### src/rtl/dram_clk_ctl_pkg.sv
// Shared types and constants for the DRAM clock-pad enable sequencer.
package dram_clk_ctl_pkg;

  // Sequencer states.
  typedef enum logic [2:0] {
    IDLE    = 3'd0,
    ENABLE  = 3'd1,
    SETTLE  = 3'd2,
    RUN     = 3'd3,
    DISABLE = 3'd4
  } clk_state_e;

  // A programmed value of zero behaves like these minimums.
  localparam int unsigned MIN_STAGGER = 1;
  localparam int unsigned MIN_SETTLE  = 1;

endpackage : dram_clk_ctl_pkg

### src/rtl/dram_clk_ctl_cnt.sv
// Loadable down-counter with a zero flag. Stops at zero and never wraps.
module dram_clk_ctl_cnt #(
  parameter int W = 4
) (
  input  logic         clk,
  input  logic         rst_l,
  input  logic         i_load,
  input  logic [W-1:0] i_load_val,
  input  logic         i_dec,
  output logic         o_zero
);

  logic [W-1:0] r_count;

  // Load has priority over decrement; decrement saturates at zero.
  always_ff @(posedge clk or negedge rst_l) begin
    if (!rst_l) begin
      r_count <= '0;
    end else if (i_load) begin
      r_count <= i_load_val;
    end else if (i_dec && (r_count != '0)) begin
      r_count <= r_count - W'(1);
    end
  end

  assign o_zero = (r_count == '0);

endmodule : dram_clk_ctl_cnt

### src/rtl/dram_clk_enable_ctl.sv
// DRAM clock-pad sequencer: brings the per-pad edge-logic enables and
// clock-run gates up in ascending pad order and down in descending order,
// with a programmable stagger between pads and a settle wait before RUN.
//
// state   | meaning
// --------+----------------------------------------------------------
// IDLE    | all pads off, waiting for clk_start
// ENABLE  | walking pads upward: enable, then clk_value one cycle later
// SETTLE  | all pads running, waiting settle_cycles before declaring stable
// RUN     | clocks stable, outputs held until clk_stop
// DISABLE | walking pads downward: clk_value off, then enable one cycle later
module dram_clk_enable_ctl
  import dram_clk_ctl_pkg::*;
#(
  parameter int NUM_CLK  = 4,
  parameter int SETTLE_W = 8,
  parameter int STAG_W   = 4
) (
  input  logic                clk,
  input  logic                rst_l,
  input  logic                clk_start,
  input  logic                clk_stop,
  input  logic [NUM_CLK-1:0]  pad_mask,
  input  logic [STAG_W-1:0]   stagger_cycles,
  input  logic [SETTLE_W-1:0] settle_cycles,
  output logic [NUM_CLK-1:0]  dram_io_clk_enable,
  output logic [NUM_CLK-1:0]  clk_value,
  output logic                clk_stable,
  output logic                clk_busy,
  output logic                clk_on_done,
  output logic                clk_off_done
);

  localparam int IDX_W = (NUM_CLK > 1) ? $clog2(NUM_CLK) : 1;
  localparam logic [IDX_W-1:0] LAST_IDX = IDX_W'(NUM_CLK - 1);

  clk_state_e          r_state;
  logic [IDX_W-1:0]    r_idx;
  logic                r_phase;
  logic [NUM_CLK-1:0]  r_mask;
  logic [STAG_W-1:0]   r_stag_m1;
  logic [SETTLE_W-1:0] r_settle_m1;
  logic [NUM_CLK-1:0]  r_en;
  logic [NUM_CLK-1:0]  r_val;
  logic                r_stable;
  logic                r_busy;
  logic                r_on_done;
  logic                r_off_done;

  logic                w_start_acc;
  logic                w_stop_acc;
  logic [STAG_W-1:0]   w_stag_eff;
  logic [STAG_W-1:0]   w_stag_m1;
  logic [SETTLE_W-1:0] w_settle_eff;
  logic [SETTLE_W-1:0] w_settle_m1;
  logic [IDX_W-1:0]    w_idx_up;
  logic [IDX_W-1:0]    w_idx_dn;
  logic [IDX_W-1:0]    w_hi_idx;
  logic                w_stag_load;
  logic [STAG_W-1:0]   w_stag_load_val;
  logic                w_stag_dec;
  logic                w_stag_zero;
  logic                w_settle_load;
  logic                w_settle_dec;
  logic                w_settle_zero;

  // Stop beats start; start only counts in IDLE, stop only while powering/running.
  assign w_start_acc = (r_state == IDLE) && clk_start && !clk_stop;
  assign w_stop_acc  = clk_stop && (r_state inside {ENABLE, SETTLE, RUN});

  // Zero-programmed stagger/settle behave as the minimum of one cycle.
  assign w_stag_eff   = (stagger_cycles < STAG_W'(MIN_STAGGER)) ? STAG_W'(MIN_STAGGER)
                                                                : stagger_cycles;
  assign w_stag_m1    = w_stag_eff - STAG_W'(1);
  assign w_settle_eff = (settle_cycles < SETTLE_W'(MIN_SETTLE)) ? SETTLE_W'(MIN_SETTLE)
                                                                : settle_cycles;
  assign w_settle_m1  = w_settle_eff - SETTLE_W'(1);

  assign w_idx_up = r_idx + IDX_W'(1);
  assign w_idx_dn = r_idx - IDX_W'(1);

  // Turn-off begins at the highest pad currently enabled (pad 0 if none are).
  always_comb begin
    w_hi_idx = '0;
    for (int i = 0; i < NUM_CLK; i++) begin
      if (r_en[i]) w_hi_idx = IDX_W'(i);
    end
  end

  // Stagger counter: freshly sampled on an accepted start/stop, otherwise
  // reloaded from the held copy each time the walk moves to the next pad.
  always_comb begin
    w_stag_load     = 1'b0;
    w_stag_load_val = r_stag_m1;
    w_stag_dec      = 1'b0;
    if (w_start_acc || w_stop_acc) begin
      w_stag_load     = 1'b1;
      w_stag_load_val = w_stag_m1;
    end else if (r_state == ENABLE) begin
      w_stag_dec  = 1'b1;
      w_stag_load = w_stag_zero && (r_idx != LAST_IDX);
    end else if (r_state == DISABLE) begin
      w_stag_dec  = 1'b1;
      w_stag_load = w_stag_zero && (r_idx != '0);
    end
  end

  // Settle counter is armed on the last ENABLE cycle and runs during SETTLE.
  assign w_settle_load = (r_state == ENABLE) && (r_idx == LAST_IDX) && r_phase;
  assign w_settle_dec  = (r_state == SETTLE);

  dram_clk_ctl_cnt #(.W(STAG_W)) u_stag_cnt (
    .clk        (clk),
    .rst_l      (rst_l),
    .i_load     (w_stag_load),
    .i_load_val (w_stag_load_val),
    .i_dec      (w_stag_dec),
    .o_zero     (w_stag_zero)
  );

  dram_clk_ctl_cnt #(.W(SETTLE_W)) u_settle_cnt (
    .clk        (clk),
    .rst_l      (rst_l),
    .i_load     (w_settle_load),
    .i_load_val (r_settle_m1),
    .i_dec      (w_settle_dec),
    .o_zero     (w_settle_zero)
  );

  // Sequencer FSM; every pad-facing and status output is a flop.
  always_ff @(posedge clk or negedge rst_l) begin
    if (!rst_l) begin
      r_state     <= IDLE;
      r_idx       <= '0;
      r_phase     <= 1'b0;
      r_mask      <= '0;
      r_stag_m1   <= '0;
      r_settle_m1 <= '0;
      r_en        <= '0;
      r_val       <= '0;
      r_stable    <= 1'b0;
      r_busy      <= 1'b0;
      r_on_done   <= 1'b0;
      r_off_done  <= 1'b0;
    end else begin
      r_on_done  <= 1'b0;
      r_off_done <= 1'b0;
      if (w_stop_acc) begin
        // The top pad's run gate drops now; its enable follows next cycle.
        // A pad enabled but not yet running keeps clk_value at 0.
        r_state         <= DISABLE;
        r_stable        <= 1'b0;
        r_idx           <= w_hi_idx;
        r_phase         <= 1'b1;
        r_stag_m1       <= w_stag_m1;
        r_val[w_hi_idx] <= 1'b0;
      end else begin
        case (r_state)
          IDLE: begin
            if (w_start_acc) begin
              r_state     <= ENABLE;
              r_busy      <= 1'b1;
              r_mask      <= pad_mask;
              r_stag_m1   <= w_stag_m1;
              r_settle_m1 <= w_settle_m1;
              r_idx       <= '0;
              r_phase     <= 1'b0;
              r_en[0]     <= pad_mask[0];
            end
          end
          ENABLE: begin
            // Each enabled pad starts running exactly one cycle after its enable.
            r_val <= r_val | r_en;
            if (r_idx == LAST_IDX) begin
              if (r_phase) begin
                r_state <= SETTLE;
                r_phase <= 1'b0;
              end else begin
                r_phase <= 1'b1;
              end
            end else if (w_stag_zero) begin
              r_idx          <= w_idx_up;
              r_en[w_idx_up] <= r_mask[w_idx_up];
            end
          end
          SETTLE: begin
            if (w_settle_zero) begin
              r_state   <= RUN;
              r_stable  <= 1'b1;
              r_on_done <= 1'b1;
            end
          end
          RUN: begin
            r_state <= RUN;
          end
          DISABLE: begin
            if (r_phase) r_en[r_idx] <= 1'b0;
            if (r_idx == '0) begin
              if (r_phase) begin
                r_phase <= 1'b0;
              end else begin
                r_state    <= IDLE;
                r_busy     <= 1'b0;
                r_off_done <= 1'b1;
              end
            end else if (w_stag_zero) begin
              r_idx           <= w_idx_dn;
              r_val[w_idx_dn] <= 1'b0;
              r_phase         <= 1'b1;
            end else begin
              r_phase <= 1'b0;
            end
          end
          default: begin
            r_state <= IDLE;
          end
        endcase
      end
    end
  end

  assign dram_io_clk_enable = r_en;
  assign clk_value          = r_val;
  assign clk_stable         = r_stable;
  assign clk_busy           = r_busy;
  assign clk_on_done        = r_on_done;
  assign clk_off_done       = r_off_done;

endmodule : dram_clk_enable_ctl
### config.mk
export PLATFORM = sky130hd
export DESIGN_NAME = dram_clk_enable_ctl
export DESIGN_NICKNAME = d
export VERILOG_FILES = /design/src/rtl/dram_clk_ctl_pkg.sv /design/src/rtl/dram_clk_ctl_cnt.sv /design/src/rtl/dram_clk_enable_ctl.sv
export SDC_FILE = /design/constraint.sdc
export NUM_CORES = 1
export LEC_CHECK = 0
export BUFFER_PORTS_ARGS = -buffer_cell sky130_fd_sc_hd__buf_2
export CAP_MARGIN = 15
export CORE_UTILIZATION = 40
export CTS_BUF_LIST = sky130_fd_sc_hd__clkbuf_8 sky130_fd_sc_hd__clkbuf_16
export CTS_CLUSTER_SIZE = 20
export DETAILED_ROUTE_END_ITERATION = 12
export MAX_ROUTING_LAYER = met4
export PLACE_DENSITY = 0.6
export SLEW_MARGIN = 20
export SYNTH_ARGS = -nofsm -noshare
export SYNTH_HDL_FRONTEND = slang
export SYNTH_HIERARCHICAL = 1
export SYNTH_SLANG_ARGS = --single-unit
### constraint.sdc
create_clock -name clk -period 3.1 [get_ports clk]
set_input_delay 0.31 -clock clk [delete_from_list [all_inputs] [get_ports clk]]
set_output_delay 0.31 -clock clk [all_outputs]
set_load 0.01 [all_outputs]
==> impl_metrics.toml <==
[critical_path]
slowest_stage = "sky130_fd_sc_hd__dfrtp_1"
worstSetupEndpointType = "flop"
critPathArrivalTime_ps = 2440
crit_chain = "nand2b_1, nor2_1, or3b_1, o311a_1, a221o_1"
worstSetupPathType = "flop to flop"
crit_path_start_kind = "flop"
critPathMaxStageDelay_ps = 540
crit-reg2reg-launch = "r_state[0]"
critical_path.startpoint = "r_state[0]"
crit_fanout = 17
worst_path_required_time_ps = 3280

[timing]
max-slew-margin-rel = 0.570
final.period_utilization = 0.730
fin_skew_ps = 11.5
worst_slack_ps = 837
timing_hold_violations_final = 0
fin_crit_ps = 2260
sum_neg_setup_slack_ps = 0
fmax_ghz = 0.442
max_slew.worst_pin.slew_ps = 639
setup_viol = 0
rsz0062_at_grt = "false"
maxSlewViolCount = 0

[flow_run]
timing.max_cap.violations = 0

[route]
detail-route-antenna-nets = 0
detailedRoute.firstIterationViolations = 159
detailroute.via_count = 2269
drt-pass1-iter-count = 5
routed_wl_mm = 5.96
drc = 0
drt-wirelength-per-cell_um = 14.4
route.detailed.vias_per_inst = 5.48

[cells_and_area]
antenna-diode-count = 0
final_core_utilization = 0.462
finalInstanceArea_um2 = 3160
num-nets-final = 347
area_growth_syn_to_layout_pct = 10.9
nFillCells = 674
drive_gt1_frac = 0.214

[global_routing]
overflow = 0
grt_antenna_before_repair = 0
grt_max_degree = 47
grt_first_pass_wirelength_mm = 10.2
first_global_vias = 2152
gr-usage-all-layers = 0.177

[synthesis]
post_synth_instance_area_um2 = 2850
ys_dominant_reg_cell = "sky130_fd_sc_hd__dfrtp_1"
number_of_enable_flip_flop_cells_after_synthesis = 0
gate_count_of_the_mapped_netlist = 288
synth.avg_cell_area_um2 = 9.88
synthArstFlopShare = 1.00
synth_largest_type_area_fraction = 0.405
synth_seq_cells = 46
synth-seq-area-share = 0.405
ys.warnings.count = 6
post_synth_main_area_contributors = "sky130_fd_sc_hd__dfrtp_1 40%, sky130_fd_sc_hd__ha_1 4.4%, sky130_fd_sc_hd__o21ai_0 3.2%, sky130_fd_sc_hd__mux2_2 2.8%, sky130_fd_sc_hd__a21oi_1 2.6%"
synth_top_cell_by_area = "sky130_fd_sc_hd__dfrtp_1"
net_count_synth = 318
synth.distinct_cells = 71

[pwr]
power.density_nw_per_um2 = 783
power.static_leakage_nw = 1.43
power.total_w = 0.00247
vdd_ir_drop_max_mv = 0.278

[clocking]
postCtsHoldBufs = 0
maximum_level_of_the_cts_h_tree = 2
clkTransAtPathRegs_ps = 90
tritoncts_clock_tree = "done"
clk-insertion-delay-late_ps = 300
cts.root.buffer_cell = "sky130_fd_sc_hd__clkbuf_8"
post_cts_buffers = 0
sinks_on_the_clock_net = 46
cts-resized-gates = 0
clockBufferDepth = 2
cts_inserted_buffers = 5

[floorplanning]
fp.dieW_um = 86.3
core-area_um2 = 6830
die_area_um2 = 7450
num_io_pins = 32
floorplan.initialDensity = 0.416
rows = 30
die_height_um = 86.3

[outcome]
status = "completed"

[place]
numPortBuffers = 31
dpl.hpwl_mm = 4.26
place_congestion = 0.838
detailedPlace.worstSlack_ps = 842
placed_area_um2 = 3060

[hold_path]
min-delay-path-class = "input pin to asynchronous set/reset pin"
## sequential cells by signal, summed over array words and instances (netlist names), 2 cells and up
| signal | flops |
|---|---|
| r_state | 3 |
| r_idx | 2 |
| r_stag_m1 | 4 |
| u_settle_cnt/r_count | 8 |
| clk_value | 4 |
| u_stag_cnt/r_count | 4 |
| r_settle_m1 | 8 |
| r_mask | 4 |
| dram_io_clk_enable | 4 |
## worst paths after layout
check                                           to  slack [ps]  depth (start not counted)
setup / recovery           u_settle_cnt/r_count[7]         840                          5
hold / removal                             r_phase          10                          1
setup reg to reg           u_settle_cnt/r_count[7]         840                          5
hold reg to reg                         clk_stable         480                          1
max in group asynchronous                r_mask[3]        2680                          1
min in group clk                         r_mask[2]         240                          2
## stage by stage
step	hold slack [ps]	std cells
2_1_floorplan	14.4	288
3_3_place_gp	462	406
3_5_place_dp	463	406
4_1_cts	230	414
5_1_grt	49.5	414
6_report	12.4	414
## Yosys cell counts, types with 3 or more instances
cell type and instances:
sky130_fd_sc_hd__nor4b_1 3, sky130_fd_sc_hd__mux2i_1 6, sky130_fd_sc_hd__a31oi_1 6, sky130_fd_sc_hd__inv_1 20, sky130_fd_sc_hd__nor3_1 11, sky130_fd_sc_hd__o211ai_1 3
sky130_fd_sc_hd__clkbuf_1 3, sky130_fd_sc_hd__o31ai_1 4, sky130_fd_sc_hd__mux2_2 7, sky130_fd_sc_hd__nand2_1 17, sky130_fd_sc_hd__ha_1 10, sky130_fd_sc_hd__o21ai_0 18
sky130_fd_sc_hd__nand3_1 8, sky130_fd_sc_hd__buf_2 5, sky130_fd_sc_hd__a221o_1 3, sky130_fd_sc_hd__nor4_1 3, sky130_fd_sc_hd__or3b_1 3, sky130_fd_sc_hd__nor3b_1 8
sky130_fd_sc_hd__dfrtp_1 46, sky130_fd_sc_hd__buf_6 5, sky130_fd_sc_hd__or4_1 4, sky130_fd_sc_hd__a211o_1 3, sky130_fd_sc_hd__xnor2_1 3, sky130_fd_sc_hd__nor2_1 16
sky130_fd_sc_hd__a21oi_1 15
## report_power, final
part	leakage, nW	total, W	switching, W	internal (W)
Sequential	0.564	0.00105	0.000225	0.000828
Combinational	0.815	0.00103	0.000547	0.000483
Clock	0.0472	0.000389	0.000209	0.000180
## worst max-delay path: cells and delay by family (launching register included)
| family | cells | cell delay, ps |
|---|---|---|
| AND/OR/NAND/NOR | 3 | 1030 |
| AO/OA/AOI/OAI | 2 | 580 |
| flip-flops | 1 | 540 |
## layout make-up
type                            count  area [um^2]  share of cell area
Clock buffer                        6         82.6              0.0262
Clock inverter                      2         12.5             0.00397
Inverter                           21         78.8              0.0250
Multi-Input combinational cell    208         1520               0.483
Sequential cell                    46         1150               0.365
Tap cell                           96          120              0.0381
Timing Repair Buffer               35          188              0.0595
## layer usage
metal / GRT usage / routed length, um / vias to the layer above
met5: - / 0 / -
met4: 0.0591 / 63 / 0
met3: 0.0343 / 208 / 5
met2: 0.249 / 2700 / 44
met1: 0.254 / 2990 / 1091
li1: - / - / 1129
## logic make-up after synthesis
| logic type | share of synthesized area |
|---|---|
| simple gates | 0.206 |
| fa+ha+maj | 0.0440 |
| mux | 0.0752 |
| compound gates | 0.195 |
| buf+inv | 0.0602 |
| xor+xnor | 0.0154 |
| flops | 0.405 |
## placed cells by master, fill, tap and decap left out, types with 3 or more instances in the layout
cell type                   n
sky130_fd_sc_hd__or3b_1     3
sky130_fd_sc_hd__a21oi_1   15
sky130_fd_sc_hd__xnor2_1    3
sky130_fd_sc_hd__nor4_1     3
sky130_fd_sc_hd__o31ai_1    4
sky130_fd_sc_hd__o211ai_1   3
sky130_fd_sc_hd__nor3_1    11
sky130_fd_sc_hd__nand2_1   17
sky130_fd_sc_hd__nor4b_1    3
sky130_fd_sc_hd__buf_4      5
sky130_fd_sc_hd__a221o_1    3
sky130_fd_sc_hd__ha_1      10
sky130_fd_sc_hd__clkbuf_8   6
sky130_fd_sc_hd__dfrtp_1   46
sky130_fd_sc_hd__mux2_2     7
sky130_fd_sc_hd__a211o_1    3
sky130_fd_sc_hd__o21ai_0   18
sky130_fd_sc_hd__nand3_1    8
sky130_fd_sc_hd__nor2_1    16
sky130_fd_sc_hd__nor3b_1    8
sky130_fd_sc_hd__inv_1     20
sky130_fd_sc_hd__buf_2     30
sky130_fd_sc_hd__a31oi_1    6
sky130_fd_sc_hd__mux2i_1    6
sky130_fd_sc_hd__or4_1      4
(Power assumes the default switching activity.)
